## config.mk

```make
export PLATFORM = sky130hd
export DESIGN_NAME = regfile_writeback_arbiter
export DESIGN_NICKNAME = d
export VERILOG_FILES = /design/src/rtl/regfile_writeback_arbiter.sv
export SDC_FILE = /design/constraint.sdc
export NUM_CORES = 1
export LEC_CHECK = 0
export BUFFER_PORTS_ARGS = -buffer_cell sky130_fd_sc_hd__buf_2
export CAP_MARGIN = 20
export CORE_MARGIN = 3
export CORE_UTILIZATION = 58
export CTS_BUF_LIST = sky130_fd_sc_hd__clkbuf_4
export DETAILED_ROUTE_END_ITERATION = 8
export GPL_TIMING_DRIVEN = 0
export PLACE_DENSITY = 0.82
export SYNTH_ARGS = -nofsm -noshare
export SYNTH_HDL_FRONTEND = slang
export SYNTH_SLANG_ARGS = --single-unit
```

## constraint.sdc

```tcl
create_clock -name clk -period 3.6 [get_ports clk]
set_clock_uncertainty 0.05 [all_clocks]
set_input_delay 0.18 -clock clk [delete_from_list [all_inputs] [get_ports clk]]
set_output_delay 0.18 -clock clk [all_outputs]
set_load 0.01 [all_outputs]
```

## src/rtl/regfile_writeback_arbiter.sv

```systemverilog
// Write-port arbiter for the register file: merges in-order pipeline writebacks with
// queued long-latency results, keeping program order and exposing pending-write hazards.
module regfile_writeback_arbiter #(
    parameter int DATA_W       = 32,
    parameter int ADDR_W       = 5,
    parameter int DEPTH        = 4,
    parameter int STARVE_LIMIT = 3
) (
    input  logic                      clk,
    input  logic                      rst,
    input  logic                      pipe_we,
    input  logic [ADDR_W-1:0]         pipe_reg,
    input  logic [DATA_W-1:0]         pipe_data,
    input  logic                      lu_valid,
    output logic                      lu_ready,
    input  logic [ADDR_W-1:0]         lu_reg,
    input  logic [DATA_W-1:0]         lu_data,
    output logic                      RegWrite,
    output logic [ADDR_W-1:0]         WriteReg,
    output logic [DATA_W-1:0]         WriteData,
    output logic [31:0]               busy_mask,
    output logic                      pipe_stall,
    output logic                      err,
    output logic [$clog2(DEPTH):0]    count
);

    localparam int PTR_W = $clog2(DEPTH);
    localparam int CNT_W = PTR_W + 1;
    localparam int SC_W  = $clog2(STARVE_LIMIT + 1);

    logic [PTR_W-1:0]  head_q, head_d;
    logic [PTR_W-1:0]  tail_q, tail_d;
    logic [CNT_W-1:0]  count_q, count_d;
    logic [DEPTH-1:0]  valid_q, valid_d;
    logic [SC_W-1:0]   starve_q, starve_d;
    logic              rw_q, rw_d;
    logic [ADDR_W-1:0] wr_q, wr_d;
    logic [DATA_W-1:0] wd_q, wd_d;
    logic              err_q, err_d;

    logic [ADDR_W-1:0] reg_q    [DEPTH];
    logic [DATA_W-1:0] data_mem [DEPTH];

    logic              fifo_empty;
    logic              fifo_full;
    logic              push;
    logic              pop;
    logic              pipe_ok;
    logic              pipe_issue;
    logic              head_valid;
    logic [ADDR_W-1:0] head_reg;
    logic [DATA_W-1:0] head_data;
    logic [31:0]       busy_vec [DEPTH];

    assign fifo_empty = (count_q == '0);
    assign fifo_full  = (count_q == CNT_W'(DEPTH));
    assign lu_ready   = !fifo_full;
    // Writes to $0 are handshaked but never occupy a slot.
    assign push       = lu_valid && !fifo_full && (lu_reg != '0);
    assign pipe_stall = (starve_q == SC_W'(STARVE_LIMIT));
    assign pipe_ok    = pipe_we && (pipe_reg != '0);

    assign head_valid = valid_q[head_q];
    assign head_reg   = reg_q[head_q];
    assign head_data  = data_mem[head_q];

    // The FIFO head wins when the stall is forced or the pipeline has nothing to write.
    always_comb begin
        pop        = 1'b0;
        pipe_issue = 1'b0;
        rw_d       = 1'b0;
        wr_d       = wr_q;
        wd_d       = wd_q;
        if (!fifo_empty && (pipe_stall || !pipe_ok)) begin
            pop = 1'b1;
            if (head_valid) begin
                rw_d = 1'b1;
                wr_d = head_reg;
                wd_d = head_data;
            end
        end else if (pipe_ok) begin
            pipe_issue = 1'b1;
            rw_d       = 1'b1;
            wr_d       = pipe_reg;
            wd_d       = pipe_data;
        end
    end

    always_comb begin
        err_d    = err_q | (pipe_stall & pipe_we);
        count_d  = count_q + CNT_W'(push) - CNT_W'(pop);
        head_d   = pop  ? head_q + PTR_W'(1) : head_q;
        tail_d   = push ? tail_q + PTR_W'(1) : tail_q;
        starve_d = starve_q;
        if (pop || fifo_empty) begin
            starve_d = '0;
        end else if (pipe_issue && !pipe_stall) begin
            starve_d = starve_q + SC_W'(1);
        end
    end

    // A slot being pushed this cycle is never the target of the same-cycle kill:
    // the long-latency result is the younger write.
    for (genvar gi = 0; gi < DEPTH; gi++) begin : g_entry
        localparam logic [PTR_W-1:0] IDX = PTR_W'(gi);
        logic kill_hit;
        assign kill_hit     = pipe_issue && valid_q[gi] && (reg_q[gi] == pipe_reg);
        assign valid_d[gi]  = (push && tail_q == IDX) ? 1'b1 :
                              ((pop && head_q == IDX) || kill_hit) ? 1'b0 : valid_q[gi];
        assign busy_vec[gi] = valid_q[gi] ? (32'd1 << reg_q[gi]) : 32'd0;
    end

    always_comb begin
        busy_mask = '0;
        for (int i = 0; i < DEPTH; i++) begin
            busy_mask = busy_mask | busy_vec[i];
        end
    end

    always_ff @(posedge clk) begin
        if (push) begin
            reg_q[tail_q]    <= lu_reg;
            data_mem[tail_q] <= lu_data;
        end
    end

    always_ff @(posedge clk or posedge rst) begin
        if (rst) begin
            head_q   <= '0;
            tail_q   <= '0;
            count_q  <= '0;
            valid_q  <= '0;
            starve_q <= '0;
            rw_q     <= 1'b0;
            wr_q     <= '0;
            wd_q     <= '0;
            err_q    <= 1'b0;
        end else begin
            head_q   <= head_d;
            tail_q   <= tail_d;
            count_q  <= count_d;
            valid_q  <= valid_d;
            starve_q <= starve_d;
            rw_q     <= rw_d;
            wr_q     <= wr_d;
            wd_q     <= wd_d;
            err_q    <= err_d;
        end
    end

    assign RegWrite  = rw_q;
    assign WriteReg  = wr_q;
    assign WriteData = wd_q;
    assign err       = err_q;
    assign count     = count_q;

endmodule

```

Word-level counts from Yosys, hierarchy flattened

Memories as Yosys holds them, arrays and structs flattened.
Cells that the tools add are included.

Add/sub/neg operators: 5
Multiply operators: 0
Div/mod/pow operators: 0
$lt $le $gt $ge: 1
Equal/unequal tests: 13
Shift operators: 4
Muxes and demuxes: 29
Bitwise operators: 5
Reduce and logical (&&, ||, !) cells: 43

Operators by type and width:

| cell                 | number |
|---|---|
| $mux 32              | 7 |
| $shl 1x5->32 const A | 4 |
| $or 32x32->32        | 3 |
| $logic_and 1x1->1    | 21 |
| $eq 5x5->1           | 4 |
| $mux 1               | 16 |
| $mux 5               | 3 |
| $reduce_bool 2->1    | 6 |
| $eq 2x2->1 const B   | 5 |
| $reduce_bool 5->1    | 2 |
| $add 2x1->2 const B  | 3 |
| $logic_or 1x1->1     | 6 |
| $eq 2x1->1 const B   | 2 |
| $logic_not 1->1      | 4 |
| $logic_not 2->1      | 2 |
| $mux 2               | 2 |
| $add 3x1->3          | 1 |
| $eq 3x3->1 const B   | 1 |
| $logic_not 3->1      | 1 |
| $lt 2x3->1 const B   | 1 |
| $sub 3x1->3          | 1 |
| $bmux 1 s2           | 1 |
| $ne 2x2->1 const B   | 1 |
| $reduce_and 2->1     | 1 |
| 2 further kinds      | 2 |

Register bits: 52
Latch bits: 0
Memory bits (writable): 148
Memory bits (read-only): 0
Input bits: 78
Output and inout bits: 76
Memories kept: 2

Memories:

| name     | depth | width | read ports | clocked after memory_dff | wr ports | RTL line | RTL |
|---|---|---|---|---|---|---|---|
| data_mem | 4     | 32    | 1          | 0                        | 1        | 42       | `logic [DATA_W-1:0] data_mem [DEPTH];` |
| reg_q    | 4     | 5     | 5          | 0                        | 1        | 41       | `logic [ADDR_W-1:0] reg_q [DEPTH];` |

Longest topological paths before layout

Depth in word-level cells: 11
Depth in mapped cells: 12

Least setup slack after synthesis

OpenSTA, ideal clock, no wires.

Path kind: reg-to-reg
Start point: register starve_q[0]
End point: register count_q[2] (netlist: count[2])
Setup time: 0.127 ns
Arrival time: 2.446 ns
Required time: 3.423 ns
Path slack: 0.977 ns
Cell stages (with the launch flop): 12
Buffers on the path: 1
Clock period less this slack: 2.623 ns
Cells stage by stage: dfrtp_1 -> ha_1 -> a211oi_1 -> clkbuf_1 -> nor2_1 -> ha_1 -> inv_1 -> ha_1 -> inv_1 -> fa_1 -> xnor2_1 -> xnor2_1

Word-level cells in the longest chain between the ends: 5

Ends and longest elaborated chain:

| element                | RTL line | RTL |
|---|---|---|
| from (decl)            | 35       | `logic [SC_W-1:0] starve_q, starve_d;` |
| from (signal assigned) | 143      | `starve_q <= starve_d;` |
| $eq 2x2->1             | 60       | `assign pipe_stall = (starve_q == SC_W'(STARVE_LIMIT));` |
| net pipe_stall         | 22       | `output logic pipe_stall,` |
| $logic_or 1x1->1       | 74       | `if (!fifo_empty && (pipe_stall \|\| !pipe_ok)) begin` |
| $logic_and 1x1->1      | 74       |  |
| $mux 1                 | 74       |  |
| $sub 3x1->3            | 91       | `count_d = count_q + CNT_W'(push) - CNT_W'(pop);` |
| net count_d[2]         | 33       | `logic [CNT_W-1:0] count_q, count_d;` |
| to (signal assigned)   | 141      | `count_q <= count_d;` |
| to (decl)              | 33       |  |

The timed path passes the listed nets, and every way through them passes these cells.
A chain may end at the register's enable or synchronous reset.

Final worst setup path

Start point: register starve_q[0]
End point: register count_q[2] (netlist: count[2])

Word-level cells in the longest chain between the ends: 5

Ends and longest elaborated chain:

| element           | RTL line |
|---|---|
| $eq 2x2->1        | 60 |
| $logic_or 1x1->1  | 74 |
| $logic_and 1x1->1 | 74 |
| $mux 1            | 74 |
| $sub 3x1->3       | 91 |
| net count_d[2]    | 33 |

The timed path passes the listed nets, and every way through them passes these cells.

==> flow_metrics.env <==
export IMPL_avgViaCountPerCell=6.42
export IMPL_insertion_delay_ns=0.60
export IMPL_worst_path_largest_cell_delay_ns=0.52
export IMPL_clockBufferDepth=2
export IMPL_cpMaxStageDelayCell="sky130_fd_sc_hd__a211oi_1"
export IMPL_globalRouteTotalUtil_pct=31.4
export IMPL_h_tree_depth=4
export IMPL_netlist_top_cells_area="sky130_fd_sc_hd__edfxtp_1 47%, sky130_fd_sc_hd__dfrtp_1 14%, sky130_fd_sc_hd__mux4_2 9.1%"
export IMPL_place_worst_setup_slack_ns=0.440
export IMPL_synth_nets=793
export IMPL_status="finished clean"
export IMPL_post_dp_cell_area_um2=10500
export IMPL_synth_yosys_warnings=0
export IMPL_grt_first_pass_wirelength_um=42200
export IMPL_placementRows=45
export IMPL_vdd_ir_drop_max_mv=0.396
export IMPL_die_area_um2=17700
export IMPL_core_area_um2=15500
export IMPL_ys_dominant_reg_cell="sky130_fd_sc_hd__edfxtp_1"
export IMPL_hp_class="in2async"
export IMPL_final_setup_viol_count=0
export IMPL_synthDominantAreaCellType="sky130_fd_sc_hd__edfxtp_1"
export IMPL_report_final_hold_viol_count=0
export IMPL_overflow=0
export IMPL_synth_seq_cells=200
export IMPL_gp_congestion=0.945
export IMPL_critPathMaxFanout=10
export IMPL_finalMaxSlewViolations=0
export IMPL_cts_post_setup_buffers_inserted=0
export IMPL_worst_endpoint_arrival_ns=3.79
export IMPL_final_cell_area_um2=11500
export IMPL_drt_iter0_markers=1148
export IMPL_nets=1042
export IMPL_clock_transition_at_the_registers_of_the_reported_paths_ns=0.17
export IMPL_finalWorstPathRequiredPeriod_ns=3.31
export IMPL_tritoncts="yes"
export IMPL_first_global_vias=7479
export IMPL_grt_antenna_before_repair=0
export IMPL_syn_cell_area_um2=9360
export IMPL_maxCapViolCount=0
export IMPL_place_inst=1067
export IMPL_number_of_buffers_created_by_cts=17
export IMPL_antenna_cells_inserted=0
export IMPL_clock_sinks=200
export IMPL_timing_setup_tns_ns=0
export IMPL_hold_worst_slack_ns=0.123
export IMPL_rsz0062_at_grt="false"
export IMPL_worst_margin_pin_slew_ns=0.716
export IMPL_cp_data_required_time_ns=4.08
export IMPL_timing_fmax_mhz=302
export IMPL_height_of_the_chip_um=133
export IMPL_critical_path_endpoint_type="register"
export IMPL_yosysSeqAreaShare_pct=61.4
export IMPL_path_cells="ha_1 -> a211oi_1 -> clkbuf_1 -> nor2_1 -> ha_1 -> inv_1 -> ha_1 -> inv_1 -> fa_1 -> xnor2_1 -> xnor2_1"
export IMPL_drt_wirelength_per_cell_um=23.4
export IMPL_chipWidth_um=133
export IMPL_cell_seen_most_often_among_critical_path_stages="sky130_fd_sc_hd__ha_1"
export IMPL_pwrdens_nw_per_um2=713
export IMPL_critical_path_start_type="register"
export IMPL_p_leak_nw=4.36
export IMPL_place_hpwl_um=17600
export IMPL_routed_wl_um=27500
export IMPL_start_util_pct=60.4
export IMPL_syn2layout_area_growth_pct=23.3
export IMPL_synth_edff_count=148
export IMPL_design_portCount=154
export IMPL_syn_instance_count=703
export IMPL_final_antenna_net_count=0
export IMPL_drc_errors=0
export IMPL_synth_lib_cells_used_distinct=42
export IMPL_asyncSetResetFlopFracSynth_pct=26.0
export IMPL_post_route_worst_setup_slack_ns=0.293
export IMPL_postSynthAreaPerCell_um2=13.3
export IMPL_drive_gt1_share_pct=26.0
export IMPL_relative_slew_margins_pct=51.9
export IMPL_timing_setup_critical_path_class="reg2reg"
export IMPL_drt_pass1_iter_count=5
export IMPL_synthDominantCellAreaShare_pct=47.5
export IMPL_grt_max_degree=35
export IMPL_cts_root_buf="sky130_fd_sc_hd__clkbuf_4"
export IMPL_port_buffers=148
export IMPL_total_number_of_vias=7545
export IMPL_min_period_over_period_pct=91.9
export IMPL_fin_cells=1176
[registers in the layout, indices dropped and copies added (netlist names)]
| signal | flops |
|---|---|
| tail_q | 2 |
| head_q | 2 |
| WriteData | 32 |
| count | 3 |
| RegWrite | 1 |
| starve_q | 2 |
| valid_q | 4 |
| WriteReg | 5 |
| data_mem | 128 |
| err | 1 |
| reg_q | 20 |
[logic make-up after synthesis]
| logic type | after synthesis | synth area share [%] |
|---|---|---|
| adders and majority gates | 12 | 1.68 |
| xor gates and xnor gates | 24 | 2.25 |
| DFF | 200 | 61.4 |
| and+or+nand+nor | 218 | 11.8 |
| buffers and inverters | 67 | 3.09 |
| AOI/OAI and AO/OA | 143 | 10.5 |
| muxes | 39 | 9.27 |
[cells in the mapped netlist, types with 6 or more instances]
| cell type | instances |
|---|---|
| sky130_fd_sc_hd__nor2b_1 | 19 |
| sky130_fd_sc_hd__xnor2_1 | 12 |
| sky130_fd_sc_hd__o21ai_0 | 38 |
| sky130_fd_sc_hd__nand2_1 | 36 |
| sky130_fd_sc_hd__buf_2 | 18 |
| sky130_fd_sc_hd__a32oi_1 | 16 |
| sky130_fd_sc_hd__mux4_2 | 38 |
| sky130_fd_sc_hd__dfrtp_1 | 52 |
| sky130_fd_sc_hd__nor2_1 | 23 |
| sky130_fd_sc_hd__a22oi_1 | 40 |
| sky130_fd_sc_hd__nand3_1 | 57 |
| sky130_fd_sc_hd__nor3b_1 | 6 |
| sky130_fd_sc_hd__edfxtp_1 | 148 |
| sky130_fd_sc_hd__inv_1 | 10 |
| sky130_fd_sc_hd__clkbuf_1 | 32 |
| sky130_fd_sc_hd__and2_1 | 6 |
| sky130_fd_sc_hd__xor2_1 | 12 |
| sky130_fd_sc_hd__nand2b_1 | 7 |
| sky130_fd_sc_hd__ha_1 | 11 |
| sky130_fd_sc_hd__a31oi_1 | 38 |
| sky130_fd_sc_hd__nor3_1 | 49 |
[metal layers]
metal	up-vias	track usage [%]	share of wire, %
met5	-	0	0
met4	0	12.3	3.0
li1	3250	-	-
met1	3692	42.8	38
met3	73	5.36	9.2
met2	530	51.2	50
[cells in the final DEF (no fill, tap or decap), drive strengths merged, types with 2 or more instances in the layout]
cell type / netlist / final
clkinv: 0 / 5
xor2: 12 / 12
nand2: 36 / 36
a32o: 4 / 4
a31oi: 38 / 38
clkbuf: 32 / 50
dlygate4sd3: 0 / 77
xnor2: 12 / 12
nand3: 57 / 57
bufinv: 0 / 2
nor3: 50 / 50
inv: 10 / 13
edfxtp: 148 / 148
and2: 6 / 6
nor2b: 19 / 19
nand2b: 7 / 7
clkinvlp: 0 / 4
a32oi: 16 / 16
nand4: 4 / 4
and3: 4 / 4
o21ai: 38 / 38
buf: 25 / 178
nor3b: 6 / 6
a22oi: 40 / 40
nor2: 23 / 23
mux4: 38 / 38
ha: 11 / 11
dfrtp: 52 / 52
[cell type report]
class | instances | area, um2
clock inverter | 14 | 146
fill | 1012 | 3950
inverter | 10 | 37.5
buffer | 57 | 251
multi-input combinational | 436 | 3330
clock buffer | 18 | 135
tap | 211 | 264
timing repair buffer | 230 | 1630
sequential | 200 | 5750
[per-stage QoR]
| stage | power, mW | utilization (%) |
|---|---|---|
| floorplan | 5.66 | - |
| global placement | 6.72 | 66.9 |
| detailed placement | 6.88 | 67.7 |
| CTS | 8.08 | 74.5 |
| global route | 8.60 | 74.5 |
| finish | 8.22 | 74.5 |
[path summary, 6_finish.rpt]
| check | startpoint | endpoint | slack, ns | cells past startpoint |
|---|---|---|---|---|
| worst max-delay path | starve_q[0]$_DFFE_PP0P_ | count[2]$_DFF_PP0_ | 0.29 | 11 |
| worst min-delay path | rst | WriteData[12]$_DFFE_PP0P_ | 0.12 | 3 |
| worst max register to register | starve_q[0]$_DFFE_PP0P_ | count[2]$_DFF_PP0_ | 0.29 | 11 |
| worst min register to register | starve_q[0]$_DFFE_PP0P_ | starve_q[0]$_DFFE_PP0P_ | 0.41 | 1 |
| max in group asynchronous | rst | WriteData[4]$_DFFE_PP0P_ | 2.79 | 4 |
| min in group clk | lu_data[13] | data_mem[1][13]$_DFFE_PP_ | 0.27 | 2 |
[critical path: cells and delay by family (launching register included)]
family / cells / cell delay (ns)
AO/OA/AOI/OAI: 1 / 0.52
XOR/XNOR: 2 / 0.31
adder cells (fa/ha/maj): 4 / 1.19
buffers and inverters: 3 / 0.58
flip-flops: 1 / 0.42
AND/OR/NAND/NOR: 1 / 0.19
[power breakdown]
part | total [mW] | switching [mW] | internal [mW]
clock network | 1.21 | 0.788 | 0.422
registers | 3.52 | 0.370 | 3.15
logic | 3.49 | 2.06 | 1.42
total | 8.22 | 3.22 | 5.00
[repair_timing]
action,4_1_cts,5_1_grt
gates resized for setup,0,0
hold endpoints to repair,241,0
hold buffers,77,0
(Power assumes the default switching activity.)
